<file path="src/rtl/servo_pkg.sv">
// Shared definitions for the servo control blocks: state encoding and duty code format.
package servo_pkg;

  typedef enum logic [1:0] {
    IDLE = 2'd0,
    RAMP = 2'd1,
    HOLD = 2'd2
  } state_t;

  localparam int          DUTY_W      = 8;
  localparam logic [7:0]  DUTY_CENTER = 8'd128;

endpackage

</file>
<file path="src/rtl/servo_ramp_if.sv">
// Target-position command channel: valid/ready handshake carrying an 8-bit duty code.
interface servo_ramp_if;
  import servo_pkg::*;

  logic              cmd_valid;
  logic              cmd_ready;
  logic [DUTY_W-1:0] cmd_pos;

  modport master (output cmd_valid, output cmd_pos, input cmd_ready);
  modport slave  (input cmd_valid, input cmd_pos, output cmd_ready);

endinterface

</file>
<file path="src/rtl/servo_frame_tick.sv">
// Free-running frame divider: one-cycle tick every CLK_HZ/CYC_HZ clocks.
module servo_frame_tick #(
  parameter int CLK_HZ = 25000000,
  parameter int CYC_HZ = 50
) (
  input  logic clk,
  input  logic rst,
  output logic tick
);

  localparam int TERM = CLK_HZ / CYC_HZ;
  localparam int CW   = (TERM > 1) ? $clog2(TERM) : 1;

  logic [CW-1:0] cnt;

  assign tick = (cnt == CW'(TERM - 1));

  // Count clocks within a frame, wrapping on the terminal count.
  always_ff @(posedge clk or posedge rst) begin
    if (rst) begin
      cnt <= '0;
    end else if (tick) begin
      cnt <= '0;
    end else begin
      cnt <= cnt + 1'b1;
    end
  end

endmodule

</file>
<file path="src/rtl/servo_ramp.sv">
// Servo duty ramp: accepts a target duty code and slews toward it by STEP per
// frame, then holds for HOLD_FRAMES frames (0 = forever) before releasing en.
module servo_ramp
  import servo_pkg::*;
#(
  parameter int CLK_HZ      = 25000000,
  parameter int CYC_HZ      = 50,
  parameter int STEP        = 4,
  parameter int HOLD_FRAMES = 50
) (
  input  logic              clk,
  input  logic              rst,
  servo_ramp_if.slave       cmd,
  output logic [DUTY_W-1:0] duty,
  output logic              en,
  output logic              busy,
  output logic              at_target
);

  localparam int                HW     = (HOLD_FRAMES > 1) ? $clog2(HOLD_FRAMES) : 1;
  localparam logic signed [8:0] STEP_S = 9'(STEP);
  localparam logic [7:0]        STEP_8 = 8'(STEP);

  state_t            state;
  logic [DUTY_W-1:0] target;
  logic [HW-1:0]     hold_cnt;
  logic              ready;
  logic              tick;
  logic              accept;
  logic signed [8:0] diff;
  logic signed [8:0] mag;

  servo_frame_tick #(
    .CLK_HZ (CLK_HZ),
    .CYC_HZ (CYC_HZ)
  ) u_tick (
    .clk  (clk),
    .rst  (rst),
    .tick (tick)
  );

  assign cmd.cmd_ready = ready;
  assign accept        = cmd.cmd_valid & ready;

  // Signed distance to target and its magnitude; 9 bits covers -255..255.
  always_comb begin
    diff = $signed({1'b0, target}) - $signed({1'b0, duty});
    mag  = diff;
    if (diff < 0) begin
      mag = -diff;
    end
  end

  // Control FSM with registered outputs; acceptance takes priority over a
  // coincident tick so a new target never gets a step in its accept cycle.
  always_ff @(posedge clk or posedge rst) begin
    if (rst) begin
      state     <= IDLE;
      duty      <= DUTY_CENTER;
      target    <= DUTY_CENTER;
      en        <= 1'b0;
      busy      <= 1'b0;
      at_target <= 1'b0;
      ready     <= 1'b0;
      hold_cnt  <= '0;
    end else if (accept) begin
      target   <= cmd.cmd_pos;
      en       <= 1'b1;
      hold_cnt <= '0;
      if (cmd.cmd_pos == duty) begin
        state     <= HOLD;
        busy      <= 1'b0;
        at_target <= 1'b1;
        ready     <= 1'b1;
      end else begin
        state     <= RAMP;
        busy      <= 1'b1;
        at_target <= 1'b0;
        ready     <= 1'b0;
      end
    end else begin
      case (state)
        IDLE: begin
          ready     <= 1'b1;
          en        <= 1'b0;
          busy      <= 1'b0;
          at_target <= 1'b0;
        end
        RAMP: begin
          if (tick) begin
            if (mag <= STEP_S) begin
              duty      <= target;
              state     <= HOLD;
              busy      <= 1'b0;
              at_target <= 1'b1;
              ready     <= 1'b1;
              hold_cnt  <= '0;
            end else if (diff < 0) begin
              duty <= duty - STEP_8;
            end else begin
              duty <= duty + STEP_8;
            end
          end
        end
        HOLD: begin
          if (tick && (HOLD_FRAMES != 0)) begin
            if (hold_cnt == HW'(HOLD_FRAMES - 1)) begin
              state     <= IDLE;
              en        <= 1'b0;
              at_target <= 1'b0;
              hold_cnt  <= '0;
            end else begin
              hold_cnt <= hold_cnt + 1'b1;
            end
          end
        end
        default: begin
          state     <= IDLE;
          en        <= 1'b0;
          busy      <= 1'b0;
          at_target <= 1'b0;
          ready     <= 1'b1;
        end
      endcase
    end
  end

endmodule

</file>
<file path="src/flat_wrapper.sv">
// flat-port wrapper written by rule: the top's interface ports become plain ports
module servo_ramp_flat import servo_pkg::*;
#(
  parameter int CLK_HZ      = 25000000,
  parameter int CYC_HZ      = 50,
  parameter int STEP        = 4,
  parameter int HOLD_FRAMES = 50
)
  (clk, rst, duty, en, busy, at_target, cmd_cmd_valid, cmd_cmd_pos, cmd_cmd_ready);
  servo_ramp_if cmd_i ();
  input  logic clk;
  input  logic rst;
  output logic [DUTY_W-1:0] duty;
  output logic en;
  output logic busy;
  output logic at_target;
  input wire logic [$bits(cmd_i.cmd_valid)-1:0] cmd_cmd_valid;
  input wire logic [$bits(cmd_i.cmd_pos)-1:0] cmd_cmd_pos;
  output wire logic [$bits(cmd_i.cmd_ready)-1:0] cmd_cmd_ready;
  assign cmd_i.cmd_valid = cmd_cmd_valid;
  assign cmd_i.cmd_pos = cmd_cmd_pos;
  assign cmd_cmd_ready = cmd_i.cmd_ready;
  servo_ramp #(.CLK_HZ(CLK_HZ), .CYC_HZ(CYC_HZ), .STEP(STEP), .HOLD_FRAMES(HOLD_FRAMES)) u_core (.clk(clk), .rst(rst), .cmd(cmd_i), .duty(duty), .en(en), .busy(busy), .at_target(at_target));
endmodule
</file>
<file path="config.mk">
export PLATFORM = sky130hd
export DESIGN_NAME = servo_ramp_flat
export DESIGN_NICKNAME = d
export VERILOG_FILES = /design/src/rtl/servo_pkg.sv /design/src/rtl/servo_ramp_if.sv /design/src/rtl/servo_frame_tick.sv /design/src/rtl/servo_ramp.sv /design/src/flat_wrapper.sv
export SDC_FILE = /design/constraint.sdc
export NUM_CORES = 1
export LEC_CHECK = 0
export ABC_AREA = 0
export CAP_MARGIN = 20
export CORE_UTILIZATION = 40
export DETAILED_ROUTE_END_ITERATION = 6
export PLACE_DENSITY = 0.57
export SLEW_MARGIN = 20
export SYNTH_ARGS = -nofsm -noshare
export SYNTH_HDL_FRONTEND = slang
export SYNTH_SLANG_ARGS = --single-unit
</file>
<file path="constraint.sdc">
create_clock -name clk -period 3.95 [get_ports clk]
set_input_delay 0.395 -clock clk [delete_from_list [all_inputs] [get_ports clk]]
set_output_delay 0.395 -clock clk [all_outputs]
set_load 0.05 [all_outputs]
</file>
==> flow_results.xml <==
<?xml version="1.0" encoding="UTF-8"?>
<metrics>
  <group name="synth">
    <metric name="synth_seq_cells" unit="">47</metric>
    <metric name="synth.yosys.seq_area_share" unit="">0.371</metric>
    <metric name="yosys.area_share.xor_xnor" unit="">0.0911</metric>
    <metric name="synth_adder_area_share" unit="">0.0875</metric>
    <metric name="synth-warning-count" unit="">0</metric>
    <metric name="synth_compound_area_frac" unit="">0.143</metric>
    <metric name="synth_top_family_by_area" unit="">simple AND/OR/NAND/NOR gates</metric>
    <metric name="simple_gate_fraction_of_synth_area" unit="">0.228</metric>
    <metric name="ys.flop_type" unit="">dfrtp_1</metric>
    <metric name="synth_top_area_cell" unit="">dfrtp_1</metric>
    <metric name="synth.top_cell.area_share" unit="">0.355</metric>
    <metric name="synth_cells" unit="">358</metric>
    <metric name="async_set_reset_flop_share_out_of_synthesis" unit="">1.00</metric>
    <metric name="synth.area.mux_share" unit="">0.0323</metric>
    <metric name="synth_enable_flop_cells" unit="">0</metric>
    <metric name="yosys.cell_types.count" unit="">57</metric>
    <metric name="syn-cell-area" unit="mm²">0.00317</metric>
    <metric name="avgSynthCellArea" unit="µm²">8.86</metric>
    <metric name="synth.cells.most_frequent" unit="">45 x dfrtp_1, 45 x nand2_1, 30 x nor2_1</metric>
    <metric name="synth_top_cells_by_area" unit="">dfrtp_1 35%, ha_1 7.5%, xnor2_1 6.9%</metric>
    <metric name="synth_nets" unit="">390</metric>
  </group>
  <group name="cts">
    <metric name="post_cts_resized" unit="">0</metric>
    <metric name="clk_path_buf_depth" unit="">2</metric>
    <metric name="numClockSinks" unit="">47</metric>
    <metric name="cts_root_buf" unit="">clkbuf_8</metric>
    <metric name="numCtsBuffers" unit="">5</metric>
    <metric name="cts.reportedPaths.clkPinSlew" unit="ps">90</metric>
    <metric name="cts.htree.levels" unit="">2</metric>
    <metric name="clkLatencyLatePin" unit="ps">310</metric>
    <metric name="clock_tree_from_tritoncts" unit="">yes</metric>
    <metric name="cts.hold.buffers_added" unit="">0</metric>
    <metric name="postCtsSetupBuffers" unit="">0</metric>
  </group>
  <group name="finish">
    <metric name="n_fill_cell" unit="">763</metric>
    <metric name="post_route_cells_drive_above_1_share" unit="">0.0681</metric>
    <metric name="postLayoutCellArea" unit="mm²">0.00360</metric>
    <metric name="n_antenna_cell" unit="">0</metric>
    <metric name="areaGrowthSynthToFinish" unit="%">13.3</metric>
    <metric name="utilization" unit="">0.468</metric>
    <metric name="design.final.nets" unit="">413</metric>
  </group>
  <group name="detailed_routing">
    <metric name="route.detailed.drc" unit="">0</metric>
    <metric name="final_antenna_net_count" unit="">0</metric>
    <metric name="drt-pass1-iter-count" unit="">4</metric>
    <metric name="routed_wl" unit="µm">7030</metric>
    <metric name="vias_per_cell" unit="">5.31</metric>
    <metric name="routedWlPerCell" unit="µm">14.5</metric>
    <metric name="drt_iter0_markers" unit="">156</metric>
    <metric name="total_number_of_vias" unit="">2571</metric>
  </group>
  <group name="timing">
    <metric name="report.final.setup_viol" unit="">0</metric>
    <metric name="grt_setup_unrepaired" unit="">false</metric>
    <metric name="skew_final" unit="ps">12.1</metric>
    <metric name="timing.final.hold_violations" unit="">0</metric>
    <metric name="timing.final.crit_period" unit="ps">3490</metric>
    <metric name="slew-limit-headroom" unit="">0.438</metric>
    <metric name="totalNegativeSetupSlack" unit="ps">0</metric>
    <metric name="worst_slack_on_hold_paths" unit="ps">478</metric>
    <metric name="drv_slew" unit="">0</metric>
    <metric name="finalCritPeriodShare" unit="">0.884</metric>
    <metric name="max_freq" unit="GHz">0.286</metric>
    <metric name="worst_pin_slew" unit="ps">844</metric>
  </group>
  <group name="critical_path">
    <metric name="worst_path_most_repeated_cell" unit="">a21o_1</metric>
    <metric name="r2r_slack" unit="ps">460</metric>
    <metric name="worst_ep_required_time" unit="ps">4180</metric>
    <metric name="worstPathMaxFanout" unit="">8</metric>
    <metric name="timing.critical_path.slowest_cell_delay" unit="ps">570</metric>
    <metric name="arrival" unit="ps">3720</metric>
    <metric name="cp_cell_sequence" unit="">inv_1, ha_1, nand2_1, o21ai_0, a21o_1, clkinv_4, ha_1, a21o_1, a21o_1, a21o_1, a21oi_1, xnor2_1, nor2_1, mux2i_1, o22ai_1</metric>
    <metric name="cp-start-kind" unit="">register</metric>
    <metric name="endpoint_kind" unit="">register</metric>
    <metric name="critical_path.slowest_cell" unit="">dfstp_2</metric>
    <metric name="critPathKind" unit="">register to register</metric>
  </group>
  <group name="die">
    <metric name="die_height" unit="µm">91.1</metric>
    <metric name="floorplan.io_pins" unit="">23</metric>
    <metric name="core-area" unit="mm²">0.00769</metric>
    <metric name="floorplan.rows" unit="">32</metric>
    <metric name="floorplan.initialDensity" unit="">0.413</metric>
    <metric name="die_footprint" unit="mm²">0.00829</metric>
    <metric name="die_width" unit="µm">91.1</metric>
  </group>
  <group name="global_route">
    <metric name="first_pass_grt_wire_length" unit="µm">12300</metric>
    <metric name="grt_usage" unit="">0.186</metric>
    <metric name="grt_antenna_before_repair" unit="">0</metric>
    <metric name="overflow" unit="">0</metric>
    <metric name="grt_start_max_net_pins" unit="">48</metric>
    <metric name="grt_pass1_vias" unit="">2518</metric>
  </group>
  <group name="min_path">
    <metric name="min-delay-path-class" unit="">register to register</metric>
  </group>
  <group name="place">
    <metric name="io_buffers" unit="">22</metric>
    <metric name="hpwlAfterDp" unit="µm">5200</metric>
    <metric name="final_gp_congestion" unit="">0.766</metric>
    <metric name="dpl-instance-area" unit="mm²">0.00351</metric>
  </group>
  <group name="flow_run">
    <metric name="cap_viol_max_count" unit="">0</metric>
  </group>
  <group name="power_and_ir_drop">
    <metric name="power.share.switching" unit="">0.451</metric>
    <metric name="worst_ir_drop_vdd" unit="mV">0.192</metric>
    <metric name="power_density" unit="mW/mm²">604</metric>
    <metric name="comb_power_share" unit="">0.571</metric>
    <metric name="power.leakage" unit="nW">1.65</metric>
    <metric name="p_int" unit="mW">1.19</metric>
    <metric name="pwr-share-clk" unit="">0.144</metric>
    <metric name="p_sw" unit="mW">0.980</metric>
    <metric name="power.share.sequential" unit="">0.285</metric>
    <metric name="design_power_total" unit="mW">2.17</metric>
  </group>
  <group name="status">
    <metric name="status" unit="">complete, no violations</metric>
  </group>
</metrics>
-- per-stage QoR --
step                      setup slack [ps]  cells
after global placement                 386    476
after CTS                              429    484
final                                  458    484
after floorplan                        470    358
after detailed placement               448    476
after global routing                   158    484
-- area by class of cell --
cell class                      instances  area, µm²  area share
Inverter                               26        104      0.0289
Clock inverter                          2       16.3     0.00452
Multi-Input combinational cell        276       1850       0.516
Tap cell                              102        128      0.0355
Timing Repair Buffer                   25        243      0.0675
Sequential cell                        47       1180       0.328
Clock buffer                            6       72.6      0.0202
-- state kept, by name, indices dropped and copies added (netlist names) --
register / cells
u_core.u_tick.cnt: 19
u_core.busy: 1
u_core.target: 8
u_core.hold_cnt: 6
u_core.state: 2
u_core.at_target: 1
u_core.duty: 8
u_core.cmd.cmd_ready: 1
u_core.en: 1
-- kinds of logic (layout without fill, tap and decap cells) --
logic type               Yosys count  in the layout
AND/OR/NAND/NOR                  148            148
AO/OA/AOI/OAI                     65             65
flip-flops                        47             47
buffers and inverters             35             59
XOR/XNOR                          33             33
adder cells (fa/ha/maj)           21             21
multiplexers                       9              9
-- cells in the final DEF (no fill, tap or decap), types with 6 or more instances in the layout --
master           instances
clkdlybuf4s50_1         22
dfrtp_1                 45
ha_1                    19
nand4_1                  9
and2_1                   6
inv_1                   24
nor2_1                  30
nand2_1                 45
a21oi_1                 17
nand3_1                 21
o21ai_0                  9
o21ai_1                  6
xnor2_1                 25
a21o_1                  10
nor3_1                  10
xor2_1                   8
-- metal layers --
layer,vias up,GRT usage,wire length [µm]
met4,0,0.0476,37
met2,42,0.280,3110
met1,1229,0.270,3650
met5,-,0,0
li1,1298,-,-
met3,2,0.0402,238
-- path summary, 6_finish.rpt --
check,start,to,cells after the start
worst max-delay path,u_core.duty[7]$_DFFE_PP1P_,u_core.duty[7]$_DFFE_PP1P_,15
worst min-delay path,u_core.target[7]$_DFFE_PP1P_,u_core.target[7]$_DFFE_PP1P_,2
worst max register to register,u_core.duty[7]$_DFFE_PP1P_,u_core.duty[7]$_DFFE_PP1P_,15
worst min register to register,u_core.target[7]$_DFFE_PP1P_,u_core.target[7]$_DFFE_PP1P_,2
max in group asynchronous,rst,u_core.duty[1]$_DFFE_PP0P_,2
min in group asynchronous,rst,u_core.u_tick.cnt[4]$_DFF_PP0_,2
-- critical path: cells and delay by family (launching register included) --
kind	cells	cell delay (ps)
DFF	1	570
adders and majority gates	2	660
buffers and inverters	2	220
AOI/OAI and AO/OA	7	1580
and+or+nand+nor	2	180
muxes	1	80
xor gates and xnor gates	1	130
-- power by group through the flow --
stage / Sequential (mW) / Combinational (mW) / Clock (mW)
detailed placement: 0.628 / 1.24 / 0
global route: 0.628 / 1.38 / 0.338
floorplan: 0.675 / 0.935 / 0
finish: 0.618 / 1.24 / 0.313
global placement: 0.628 / 1.23 / 0
CTS: 0.619 / 1.24 / 0.323
Note: power is estimated with default switching activity, not from simulation.
